[config.mk]
export PLATFORM = sky130hd
export DESIGN_NAME = rca_new_adder
export DESIGN_NICKNAME = d
export VERILOG_FILES = /design/src/rtl/rca_new_adder_pkg.sv /design/src/rtl/rca_new_adder_full_adder.sv /design/src/rtl/rca_new_adder.sv
export SDC_FILE = /design/constraint.sdc
export NUM_CORES = 1
export LEC_CHECK = 0
export BUFFER_PORTS_ARGS = -buffer_cell sky130_fd_sc_hd__buf_2
export CELL_PAD_IN_SITES_DETAIL_PLACEMENT = 1
export CELL_PAD_IN_SITES_GLOBAL_PLACEMENT = 1
export CORE_AREA = 5 5 42 44
export DETAILED_ROUTE_END_ITERATION = 8
export DIE_AREA = 0 0 47 49
export GPL_TIMING_DRIVEN = 0
export HOLD_SLACK_MARGIN = 0.12
export PLACE_DENSITY = 0.56
export RECOVER_POWER = 25
export SKIP_CTS_REPAIR_TIMING = 1
export SYNTH_ARGS = -nofsm -noshare
export SYNTH_HDL_FRONTEND = slang
export SYNTH_SLANG_ARGS = --single-unit
export TNS_END_PERCENT = 10
[constraint.sdc]
create_clock -name clk -period 2 [get_ports clk]
set_input_delay 0 -clock clk [delete_from_list [all_inputs] [get_ports clk]]
set_output_delay 0 -clock clk [all_outputs]
set_load 0.02 [all_outputs]
[src/rtl/rca_new_adder_pkg.sv]
// Project-wide constants for the ripple-carry adder cell.
package rca_new_adder_pkg;

  // Default operand width used when the adder is instantiated without an override.
  localparam int unsigned ADDER_W = 4;

endpackage : rca_new_adder_pkg

[src/rtl/rca_new_adder_full_adder.sv]
// One-bit full adder cell; purely combinational, chained by rca_new_adder.
module full_adder (
  input  logic a,
  input  logic b,
  input  logic cin,
  output logic s,
  output logic cout
);

  assign s    = a ^ b ^ cin;
  assign cout = (a & b) | (a & cin) | (b & cin);

endmodule : full_adder

[src/rtl/rca_new_adder.sv]
// N-bit ripple-carry adder with registered sum and carry-out (one-cycle latency).
module rca_new_adder
  import rca_new_adder_pkg::*;
#(
  parameter int unsigned N = ADDER_W
) (
  input  logic         clk,
  input  logic         rst,
  input  logic [N-1:0] a,
  input  logic [N-1:0] b,
  input  logic         cin,
  output logic [N-1:0] s,
  output logic         cout
);

  logic [N:0]   c;
  logic [N-1:0] sum;

  assign c[0] = cin;

  // Carry ripples from cell 0 up to cell N-1; c[N] is the carry out of the word.
  for (genvar gi = 0; gi < N; gi++) begin : g_fa
    full_adder u_fa (
      .a    (a[gi]),
      .b    (b[gi]),
      .cin  (c[gi]),
      .s    (sum[gi]),
      .cout (c[gi+1])
    );
  end

  // Output register; synchronous reset has priority over the data update.
  always_ff @(posedge clk) begin
    if (rst) begin
      s    <= '0;
      cout <= 1'b0;
    end else begin
      s    <= sum;
      cout <= c[N];
    end
  end

endmodule : rca_new_adder

**Word level (Yosys, flattened, before mapping)**

Index checks and enable logic that the tools add are counted.
W data, S select, Z words.

- Bits in registers: 5
- Input bits: 11
- Output and inout port bits: 5
- Word-level logic and storage cells: 30

- Bitwise gates (word level): 28

Operators by type and width:

| cell | count |
|---|---|
| $and A1 B1 Y1 | 12 |
| $or A1 B1 Y1 | 8 |
| $xor A1 B1 Y1 | 8 |

**Logic depth before layout (Yosys ltp)**

Gate-level depths: netlist of run 1.

- Depth in word-level cells: 12
- Gate-level depth with buffers: 8
- Depth with buffers taken out: 8

**By module**

A second synthesis of run 1 with hierarchy kept.

- Cells, all modules: 14
- Area, all modules: 211.5 µm²

By module, submodules not included:

| module | instances | cells each | area an instance (µm²) |
|---|---|---|---|
| rca_new_adder | 1 | 10 | 131.4 |
| full_adder | 4 | 1 | 20.0 |

**Worst setup path before layout of run 1**

Ideal clock, no wire load.

- Path kind: in2reg
- Start: input a[0]
- End: register s[3]
- Library setup time: 0.064 ns
- Arrival: 1.517 ns
- Data required time: 1.936 ns
- Slack: 0.419 ns
- Stages: 8
- Cell sequence: inv_1 -> fa_1 -> inv_1 -> fa_1 -> fa_1 -> inv_1 -> fa_1 -> nor2_1

- Longest elaborated chain between the ends: 10
- Elaborated cells between the ends (all ways): 13
- Those cells by class: bitwise (13)

RTL lines:

| element | RTL line | text |
|---|---|---|
| from (decl) | rca_new_adder.sv:9 | `input logic [N-1:0] a,` |
| $and A1 B1 Y1 | rca_new_adder_full_adder.sv:11 | `assign cout = (a & b) \| (a & cin) \| (b & cin);` |
| $or A1 B1 Y1 (*) (2 in series) | rca_new_adder_full_adder.sv:11 |  |
| $and A1 B1 Y1 | rca_new_adder_full_adder.sv:11 |  |
| $or A1 B1 Y1 | rca_new_adder_full_adder.sv:11 |  |
| $or A1 B1 Y1 (*) | rca_new_adder_full_adder.sv:11 |  |
| $and A1 B1 Y1 | rca_new_adder_full_adder.sv:11 |  |
| $or A1 B1 Y1 | rca_new_adder_full_adder.sv:11 |  |
| $or A1 B1 Y1 (*) | rca_new_adder_full_adder.sv:11 |  |
| $xor A1 B1 Y1 (*) | rca_new_adder_full_adder.sv:10 | `assign s = a ^ b ^ cin;` |
| to (signal assigned) | rca_new_adder.sv:38 | `s <= sum;` |
| to (decl) | rca_new_adder.sv:12 | `output logic [N-1:0] s,` |

Every way passes the cells marked *; elsewhere a longest branch is shown, timed or not.
A chain may end at the register's enable or synchronous reset.

**Worst setup path after layout of run 1**

Same ends and word-level chain as after synthesis.

==> impl_metrics.tcl, run 1 <==
set metrics [dict create \
    critPathMaxFanout 1 \
    avgSynthCellArea_um2 11.0 \
    clk_pin_slew_ps 40 \
    post-route-period-util_pct 75.2 \
    antenna_found_initial 0 \
    ir_worst_vdd_v 0.000270 \
    ys_ff_latch 5 \
    vias 189 \
    die-area_um2 2300 \
    crit_required_ps 2170 \
    yosysTopAreaCellShare_pct 43.5 \
    cp_slowest_cell "fa_1" \
    arrival_ps 1670 \
    clk_path_buf_depth 2 \
    place_inst 52 \
    max_freq_mhz 665 \
    mostFrequentLayoutCell "buf_2" \
    tns_ps 0 \
    dpl_cell_area_um2 325 \
    slowest_delay_ps 400 \
    end_kind "flip-flop" \
    period_needed_ps 1500 \
    drv_slew 0 \
    status "finished clean" \
    layout.cells.non_filler 57 \
    drc 0 \
    syn-num-nets 36 \
    holdWs_ps 144 \
    rsz0062_at_grt "no" \
    final_antenna_net_count 0 \
    initial_core_util_pct 16.4 \
    grt_usage_pct 4.32 \
    drive_gt1_share_pct 39.0 \
    yosysSeqAreaShare_pct 43.5 \
    maxSlewHeadroom_pct 83.0 \
    clock_sinks 5 \
    crit_path_start_kind "input port" \
    power_leakage_nw 0.194 \
    max_cap_violations 0 \
    synthCells 21 \
    finalInstanceArea_um2 359 \
    drt-initial-drc-count 0 \
    wl_per_cell_um 7.16 \
    area_growth_pct 56.0 \
    grt_pass1_wl_um 676 \
    cts_root_buffer "clkbuf_4" \
    antenna_cells 0 \
    hold_viol_final 0 \
    grt_pass1_vias 203 \
    syn_area_um2 230 \
    cts.htree.levels 1 \
    finalSetupViolCount 0 \
    io_pins 16 \
    synthTopCellsByArea "dfxtp_1, fa_1, inv_1" \
    multi_input_area_um2 104 \
    hold_class "input port to flip-flop" \
    die_w_um 47 \
    tritoncts "yes" \
    worstSetupPathType "input port to flip-flop" \
    cts_buffers 3 \
    synth_cell_type_count 5 \
    cp_common_cell "fa_1" \
    routed_wl_um 408 \
    synth_top_area_cell "dfxtp_1" \
    nNetsFinal 57 \
    grt_max_degree 6 \
    core_area_um2 1400 \
    ys_warn_count 0 \
    most-common-layout-cells "buf_2, inv_1, dfxtp_1" \
    p_per_area_nw_per_um2 789 \
    seqCellArea_um2 100 \
    via_per_inst 3.32 \
    max_slew.worst_pin.slew_ps 256 \
    gp_congestion 0.582 \
    n_fill_cell 178 \
    die_h_um 49 \
    overflow 0 \
    numPortBuffers 15 \
    critPathTopFamily "adder cells" \
    dr.pass1.iters 1 \
    crit_chain "buf_2 -> inv_1 -> fa_1 -> inv_1 -> fa_1 -> fa_1 -> inv_1 -> fa_1 -> nor2_1" \
    rows 14 \
    critPathBufInv 4 \
]
registers in the layout (all words and copies together) (netlist names):
signal,flops
cout,1
s,4
logic make-up (layout without fill, tap and decap cells):
logic type | after synthesis | count (layout) | synth area share [%]
buffers and inverters | 7 | 27 | 11.4
DFF | 5 | 5 | 43.5
and+or+nand+nor | 5 | 5 | 10.3
adders and majority gates | 4 | 4 | 34.8
synthesized netlist by cell type (all sizes together):
library cell / count
fa: 4
nor2: 3
dfxtp: 5
nor2b: 2
inv: 7
metrics by stage:
stage | utilization [%] | power, mW | worst slack, ps
2_1_floorplan | - | 0.151 | 419
3_3_place_gp | 23.2 | 0.177 | 250
3_5_place_dp | 23.2 | 0.177 | 248
4_1_cts | 25.1 | 0.290 | 489
5_1_grt | 25.6 | 0.307 | 430
6_report | 25.6 | 0.283 | 496
cell type report:
class | count | area share (%)
repair buffers | 16 | 23.0
multi-input cells | 9 | 28.9
flip-flops and latches | 5 | 27.9
inverters | 7 | 7.32
clock buffers | 4 | 7.32
well taps | 16 | 5.57
where the power goes:
part	switching [mW]	leakage [nW]	total (mW)	internal, mW
clock network	0.0343	0.0150	0.109	0.0750
registers	0.00204	0.0417	0.113	0.111
logic	0.0343	0.138	0.0606	0.0262
total	0.0707	0.194	0.283	0.213
final timing paths:
kind	start	to	slack, ps	cells past startpoint
min	b[2]	s[2]	140	3
max	a[0]	s[3]	500	9
routing by layer:
metal | vias up | part of all wire, % | GRT usage (%)
met1 | 84 | 36 | 3.79
met4 | 0 | 0 | 5.53
met3 | 0 | 13 | 1.85
li1 | 96 | - | -
met2 | 9 | 51 | 6.11
met5 | - | 0 | 0
No activity file was read; power rests on OpenSTA's default activity.
==> run 2, diff against run 1 <==
Settings changed: ABC_AREA from default to 1, PLACE_DENSITY 0.56 to 0.57.
Clock period 2 ns to 1.6 ns, I/O delays scaled along.
==> run 2 against run 1 <==
Compared with the run above: sequential share of layout area fell by 0.38 points; via count rose by 5.3%; critical path depth did not move; flip-flop and latch count did not move; count of clock-buffer cells in the layout did not move; sequential power rose by 26%; die area did not move; synthesized area rose by 1.1%; critical endpoint unchanged; largest cell class unchanged; highest routed layer unchanged.
==> impl_metrics.tcl, run 2 <==
set metrics [dict create \
    die-area_um2 2300 \
    gp_congestion 0.667 \
    async_flop_share_pct 0 \
    multi_input_area_um2 101 \
    area_growth_pct 56.5 \
    top_register "s" \
    via_per_inst 3.37 \
    synth_edf_count 0 \
    critPathBufInv 4 \
    maxSlewHeadroom_pct 83.2 \
    synthCells 23 \
    holdPathEnd "s[0]" \
    drc 0 \
    place_inst 54 \
    drt-initial-drc-count 0 \
    p_sw_mw 0.0981 \
    worstSetupPathType "input port to flip-flop" \
    clock_sinks 5 \
    nNetsFinal 59 \
    crit_path_start_kind "input port" \
    pwr-share-seq_pct 39.0 \
    max_cap_violations 0 \
    post-route-period-util_pct 94.0 \
    core_area_um2 1400 \
    grt_pass1_vias 216 \
    antenna_cells 0 \
    largestRegisters "s: 4 flops, cout: 1 flops" \
    die_h_um 49 \
    slowest_delay_ps 400 \
    antenna_found_initial 0 \
    clk_path_buf_depth 2 \
    whs_path_depth 4 \
    synth.most_common_cell "inv_1" \
    total_power_mw 0.365 \
    syn-num-nets 38 \
    layout.cells.non_filler 59 \
    ir_worst_vdd_v 0.000165 \
    pwr-share-comb_pct 22.4 \
    hold_class "input port to flip-flop" \
    grt_usage_pct 4.96 \
    crit_chain "buf_2 -> inv_1 -> fa_1 -> inv_1 -> fa_1 -> fa_2 -> inv_1 -> fa_1 -> nor2_1" \
    critPathMaxFanout 1 \
    p_sw_share_pct 26.9 \
    yosysTopAreaCellShare_pct 43.0 \
    n_fill_cell 191 \
    grt_max_degree 6 \
    ys_warn_count 0 \
    initial_core_util_pct 16.6 \
    crit_required_ps 1770 \
    cts.htree.levels 1 \
    end_kind "flip-flop" \
    rows 14 \
    drive_gt1_share_pct 39.5 \
    finalSetupViolCount 0 \
    largest_reg_flops 4 \
    vias 199 \
    cp_slowest_cell "fa_1" \
    tritoncts "yes" \
    seqCellArea_um2 100 \
    arrival_ps 1670 \
    numPortBuffers 15 \
    synth_cell_type_count 4 \
    yosysSeqAreaShare_pct 43.0 \
    hold_viol_final 0 \
    power_leakage_nw 0.204 \
    synthTopCellsByCount "inv_1, dfxtp_1, nor2_1, fa_1" \
    critPathTopFamily "adder cells" \
    cts_buffers 3 \
    overflow 0 \
    setup_ws_ps 96.3 \
    dp_hpwl_um 463 \
    grt_pass1_wl_um 745 \
    dr.pass1.iters 1 \
    synthTopCellsByArea "dfxtp_1, fa_1, inv_1" \
    die_w_um 47 \
    drv_slew 0 \
    mostFrequentLayoutCell "buf_2" \
    routed_wl_um 515 \
    rsz0062_at_grt "no" \
    wl_per_cell_um 8.73 \
    p_int_mw 0.267 \
    ys_ff_latch 5 \
    final_antenna_net_count 0 \
    synth_top_area_cell "dfxtp_1" \
    avgSynthCellArea_um2 10.1 \
    p_per_area_nw_per_um2 1000 \
    utilization_pct 26.0 \
    crit_start "b[0]" \
    min_from "cin" \
    max_slew.worst_pin.slew_ps 253 \
    dominantRegCellSynth "dfxtp_1" \
    dpl_worst_slack_ps -174 \
    max_freq_mhz 665 \
    power.share.clock_pct 38.6 \
    clk_pin_slew_ps 40 \
    syn_area_um2 233 \
    period_needed_ps 1500 \
    cts_root_buffer "clkbuf_4" \
    io_pins 16 \
    status "finished clean" \
    most-common-layout-cells "buf_2, inv_1, nor2_1, dfxtp_1" \
]
run 2: changes by cell type in the layout (fill, tap and decap cells not counted), sizes merged:
| cell | change |
|---|---|
| inv | +2 |
| nor2b | -2 |
| nor2 | +2 |
run 2: kinds of logic (layout without fill, tap and decap cells):
kind of cell,Yosys count,count (layout),synth area share (%)
buffers and inverters,9,29,14.5
DFF,5,5,43.0
and+or+nand+nor,5,5,8.07
adders and majority gates,4,4,34.4
run 2: stage by stage:
step | setup TNS [ps] | area, um^2 | hold WS (ps)
after global placement | -162 | 328 | 218
after detailed placement | -174 | 328 | 221
after CTS | 0 | 354 | -33.1
after global routing | 0 | 364 | 171
after floorplan | 0 | 233 | 66.7
final | 0 | 364 | 157
run 2: power groups by stage:
stage | Clock (mW) | Combinational [mW] | Sequential, mW
after detailed placement | 0 | 0.0817 | 0.145
after CTS | 0.149 | 0.0820 | 0.143
final | 0.141 | 0.0818 | 0.142
after global routing | 0.159 | 0.0944 | 0.143
after global placement | 0 | 0.0805 | 0.144
after floorplan | 0 | 0.0269 | 0.163
run 2: worst max path at each step:
stage | slack [ps] | to | cells past startpoint
finish | 100 | s[3] | 9
global route | 10 | s[3] | 9
CTS | 80 | s[3] | 9
detailed placement | -170 | s[3] | 9
global placement | -160 | s[3] | 9
floorplan | 20 | s[3] | 8
run 2: final cells by class:
cell class | instances | area share [%]
sequential | 5 | 27.5
tap | 16 | 5.50
multi-input combinational | 9 | 27.8
inverter | 9 | 9.28
clock buffer | 4 | 7.22
timing repair buffer | 16 | 22.7
run 2: layer usage:
layer | up-vias | track usage (%) | share of wire [%]
met2 | 16 | 5.66 | 42
met4 | 0 | 5.53 | 0
met3 | 0 | 4.06 | 18
met1 | 84 | 4.92 | 40
li1 | 99 | - | -
met5 | - | 0 | 0
